`config.mk`:
```
export PLATFORM = sky130hd
export DESIGN_NAME = fetch_pc_ctrl
export DESIGN_NICKNAME = d
export VERILOG_FILES = /design/src/rtl/mips_pkg.sv /design/src/rtl/incrementer.sv /design/src/rtl/fetch_pc_ctrl.sv
export SDC_FILE = /design/constraint.sdc
export NUM_CORES = 1
export LEC_CHECK = 0
export ABC_AREA = 0
export CAP_MARGIN = 10
export CORE_ASPECT_RATIO = 0.7
export CORE_UTILIZATION = 47
export DETAILED_ROUTE_END_ITERATION = 12
export PLACE_DENSITY = 0.85
export RECOVER_POWER = 25
export SYNTH_ARGS = -nofsm -noshare
export SYNTH_HDL_FRONTEND = slang
export SYNTH_SLANG_ARGS = --single-unit
```
`constraint.sdc`:
```
create_clock -name clk -period 3.8 [get_ports clk]
set_clock_uncertainty 0.15 [all_clocks]
set_input_delay 1.14 -clock clk [delete_from_list [all_inputs] [get_ports clk]]
set_output_delay 1.14 -clock clk [all_outputs]
set_load 0.02 [all_outputs]
```
`src/rtl/mips_pkg.sv`:
```
// Shared definitions for the MIPS core front end: word width, fetch FSM states
// and default reset/exception addresses.
package mips_pkg;

    localparam int unsigned WORD_W = 32;

    localparam logic [WORD_W-1:0] RESET_PC_DEFAULT   = 32'h0000_0000;
    localparam logic [WORD_W-1:0] EXC_VECTOR_DEFAULT = 32'h8000_0180;

    typedef enum logic [1:0] {
        FETCH_IDLE,
        FETCH_REQ,
        FETCH_WAIT,
        FETCH_HOLD
    } fetch_state_e;

    // Instruction addresses are word aligned; drop the byte offset.
    function automatic logic [WORD_W-1:0] word_align(input logic [WORD_W-1:0] addr);
        return {addr[WORD_W-1:2], 2'b00};
    endfunction

endpackage

```
`src/rtl/incrementer.sv`:
```
// Sequential next-PC: PC + 4, wrapping modulo 2^32.
module incrementer
    import mips_pkg::*;
(
    input  logic [WORD_W-1:0] pcin,
    output logic [WORD_W-1:0] pcout
);

    assign pcout = pcin + WORD_W'(4);

endmodule

```
`src/rtl/fetch_pc_ctrl.sv`:
```
// Instruction-fetch sequencer: owns the fetch PC, arbitrates redirects and runs
// the imem request/grant/response handshake feeding decode.
module fetch_pc_ctrl
    import mips_pkg::*;
#(
    parameter logic [WORD_W-1:0] RESET_PC   = RESET_PC_DEFAULT,
    parameter logic [WORD_W-1:0] EXC_VECTOR = EXC_VECTOR_DEFAULT
) (
    input  logic              clk,
    input  logic              rst_n,
    input  logic              branch_taken,
    input  logic [WORD_W-1:0] branch_target,
    input  logic              jump,
    input  logic [WORD_W-1:0] jump_target,
    input  logic              exception,
    output logic              imem_req,
    output logic [WORD_W-1:0] imem_addr,
    input  logic              imem_gnt,
    input  logic              imem_rvalid,
    input  logic [WORD_W-1:0] imem_rdata,
    output logic              if_valid,
    output logic [WORD_W-1:0] if_pc,
    output logic [WORD_W-1:0] if_instr,
    input  logic              if_ready
);

    fetch_state_e      state;
    logic [WORD_W-1:0] pc;
    logic [WORD_W-1:0] pc_next;
    logic              kill;
    logic              redirect;
    logic [WORD_W-1:0] redirect_pc;

    incrementer u_incrementer (
        .pcin  (pc),
        .pcout (pc_next)
    );

    // Redirect select: exception over jump over branch.
    always_comb begin
        redirect    = exception | jump | branch_taken;
        redirect_pc = branch_target;
        if (exception) begin
            redirect_pc = EXC_VECTOR;
        end else if (jump) begin
            redirect_pc = jump_target;
        end
        redirect_pc = word_align(redirect_pc);
    end

    assign imem_addr = pc;

    always_ff @(posedge clk or negedge rst_n) begin
        if (!rst_n) begin
            state    <= FETCH_IDLE;
            pc       <= RESET_PC;
            kill     <= 1'b0;
            imem_req <= 1'b0;
            if_valid <= 1'b0;
            if_pc    <= RESET_PC;
            if_instr <= '0;
        end else begin
            if (redirect) begin
                pc <= redirect_pc;
            end
            case (state)
                FETCH_IDLE: begin
                    state    <= FETCH_REQ;
                    imem_req <= 1'b1;
                end
                FETCH_REQ: begin
                    // A redirect in the grant cycle makes the granted response stale.
                    if (imem_gnt) begin
                        state    <= FETCH_WAIT;
                        imem_req <= 1'b0;
                        kill     <= redirect;
                    end
                end
                FETCH_WAIT: begin
                    if (imem_rvalid) begin
                        if (kill || redirect) begin
                            state    <= FETCH_REQ;
                            imem_req <= 1'b1;
                            kill     <= 1'b0;
                        end else begin
                            state    <= FETCH_HOLD;
                            if_valid <= 1'b1;
                            if_instr <= imem_rdata;
                            if_pc    <= pc;
                        end
                    end else if (redirect) begin
                        kill <= 1'b1;
                    end
                end
                FETCH_HOLD: begin
                    if (redirect || if_ready) begin
                        state    <= FETCH_REQ;
                        if_valid <= 1'b0;
                        imem_req <= 1'b1;
                        if (!redirect) begin
                            pc <= pc_next;
                        end
                    end
                end
                default: begin
                    state    <= FETCH_IDLE;
                    imem_req <= 1'b0;
                    if_valid <= 1'b0;
                end
            endcase
        end
    end

endmodule

```
==> metrics.md <==
| Metric | Value |
|---|---|
| Worst relative slew slack | 5.30% |
| Post-synth EDFFs | 0 |
| Die Y-Extent | 87.4 µm |
| Final hold viol count | 0 |
| Area Overhead vs Synth | 49.0% |
| Ratio of cells with drive above 1 in the final layout | 12.4% |
| R2R Path End | imem_addr[26] |
| Critical-path maximum fanout | 32 |
| Top-area cell type share of the netlist area | 51.7% |
| DRC | 0 |
| Critical path class | input pin to flip-flop |
| Gpl congestion | 0.805 |
| CTS Hold Bufs | 0 |
| PD cells | 404 nW/µm² |
| Vias per inst | 5.39 |
| Worst Reg-to-Reg Cells | 5 |
| Synthesized Nets | 496 |
| Total number of yosys warnings | 0 |
| Cells after DPL | 703 |
| Final Non-Filler Cells | 719 |
| Depth of the worst hold-timing path | 1 |
| Max VDD drop | 266 µV |
| Vias | 3876 |
| Final setup TNS | 0 ns |
| Worst-Margin Slew | 1.42 ns |
| Min Tclk post-route | 2.97 ns |
| WP depth | 5 |
| Vias in the first global route | 3888 |
| Synth async-reset ratio | 100% |
| Root buf cell | clkbuf_16 |
| # Post-CTS Setup Buffers | 0 |
| Core box area | 9910 µm² |
| Worst EP arrival | 3.05 ns |
| Max-slew violation count | 0 |
| Post-route clock period utilization | 78.1% |
| Cell Area, Placed | 7000 µm² |
| Critical Path Start Type | input pin |
| Final #Nets | 695 |
| Critical path, cell by cell | clkdlybuf4s50_1 -> nor4_4 -> and3_1 -> buf_12 -> mux2_2 |
| Worst setup endpoint | if_instr[1] |
| CTS sink cnt | 101 |
| Leading area contributor after synthesis | dfrtp_1 |
| Syn avg cell area | 12.6 µm² |
| First-pass detailed-route iteration total | 4 |
| Worst path bufs/invs | 2 |
| Starting Density | 49.4% |
| Num CTS Buffers | 9 |
| H-Tree Depth | 3 |
| Most area-consuming cells after synthesis | dfrtp_1 (52%), mux2_1 (6.9%), mux2i_1 (5.7%) |
| # rows | 30 |
| Critical Path Slowest Stage Cell | clkdlybuf4s50_1 |
| Status | complete, no violations |
| CTS tree | yes |
| Max cap viols | 0 |
| Detailed Route WL | 13200 µm |
| Post-Syn Area | 4890 µm² |
| Initial drt markers | 225 |
| FMAX | 337 MHz |
| Wire length per cell | 18.3 µm |
| CP top delay family | buffers and inverters |
| Most common cell after layout, fill and taps aside | clkdlybuf4s50_1 |
| Main flop type after synthesis | dfrtp_1 |
| Yosys reg bits | 101 |
| DP HPWL | 9840 µm |
| Final Setup Violations | 0 |
| Total GRT Usage | 25.3% |
| Worst-path clk slew | 0.07 ns |
| Final instance area | 7290 µm² |
| Largest net degree at the start of global routing | 59 |
| Worst path required time | 3.88 ns |
| Most frequent cells in the layout | clkdlybuf4s50_1 (195), dfrtp_1 (101), mux2_1 (30) |
| First-pass GRT wire length | 20400 µm |
| Initial antenna violation count | 0 |
| Setup crit end kind | flip-flop |
| Syn Inst Count | 387 |
| RSZ-0062 raised after global routing | false |
| HP Class | flip-flop to flip-flop |
| Die area | 10800 µm² |
| Critical Path Source | branch_taken |
| R2r startpoint | imem_addr[9] |
| Number of I/O pins | 202 |
| Clk Latency, worst-skew pair | 0.35 ns |
| Critical Path Max Stage Delay | 0.62 ns |
| CTS max path bufs | 2 |
| Port buffer count | 197 |
| ANT cells | 0 |
| Horiz. Die Dim | 124 µm |
| R2R Setup Slk | 1.54 ns |
| Post-cts sizing count | 0 |
| Detail Route Antenna Nets | 0 |
| Static Leak | 3.27 nW |
| Synth unique cells | 42 |
| Gr ovfl total | 0 |
| Post-synthesis sequential area ratio | 51.7% |
-- metrics by stage --
| stage | hold slack [ns] | setup slack (ns) | utilization [%] | total power [mW] |
|---|---|---|---|---|
| after global routing | 0.352 | 0.680 | 73.6 | 3.08 |
| after global placement | 0.317 | 0.529 | 70.6 | 2.00 |
| after detailed placement | 0.325 | 0.468 | 70.6 | 2.02 |
| final | 0.336 | 0.832 | 73.6 | 2.95 |
| after CTS | 0.341 | 0.814 | 73.7 | 2.98 |
| after floorplan | 0.397 | 1.15 | - | 1.62 |
-- worst min path at each step --
stage / startpoint / to / slack, ns
final: if_instr[21] / if_instr[21] / 0.34
after global routing: if_instr[11] / if_instr[11] / 0.35
after CTS: if_instr[10] / if_instr[10] / 0.34
after detailed placement: if_instr[10] / if_instr[10] / 0.33
after global placement: if_instr[21] / if_instr[21] / 0.32
after floorplan: state[1] / state[1] / 0.40
-- area by class of cell --
type | count | area (µm²)
fill | 698 | 2620
tap | 128 | 160
clock inverter | 5 | 57.6
inverter | 6 | 22.5
sequential | 101 | 2530
timing repair buffer | 207 | 2060
multi-input combinational | 261 | 2210
clock buffer | 11 | 253
-- power by group --
part / internal (mW) / switching [mW]
combinational: 0.383 / 0.340
sequential: 1.19 / 0.0933
clock: 0.548 / 0.396
-- cell families (layout without fill, tap and decap cells) --
| family | after synthesis | after routing | synth area share, % |
|---|---|---|---|
| adders and majority gates | 5 | 5 | 1.28 |
| and+or+nand+nor | 86 | 86 | 10.5 |
| muxes | 92 | 92 | 21.5 |
| AOI/OAI and AO/OA | 49 | 49 | 6.68 |
| buffers and inverters | 25 | 229 | 3.27 |
| xor gates and xnor gates | 29 | 29 | 5.19 |
| DFF | 101 | 101 | 51.7 |
-- metal layers --
metal,share of wire [%],vias up,GRT usage (%)
li1,-,1820,-
met1,44,1886,34.8
met2,47,151,40.2
met3,7.3,19,5.50
met4,1.7,0,7.68
met5,0,-,0
-- cell usage after synthesis, types with 6 or more instances --
cell and number:
a21oi_1 8, and3_1 8, buf_6 7, dfrtp_1 101, inv_1 6, mux2_1 30, mux2_2 21, mux2_4 13
mux2i_1 28, nand2_1 14, nand3_1 13, nand4_1 13, nor2_1 12, o22ai_1 23, xor2_1 27
-- sequential cells by signal (all words and copies together), names as in the netlist --
register and cells:
imem_addr 32, if_valid 1, if_pc 32, state 2, kill 1, if_instr 32
imem_req 1
Note: power is estimated with default switching activity, not from simulation.
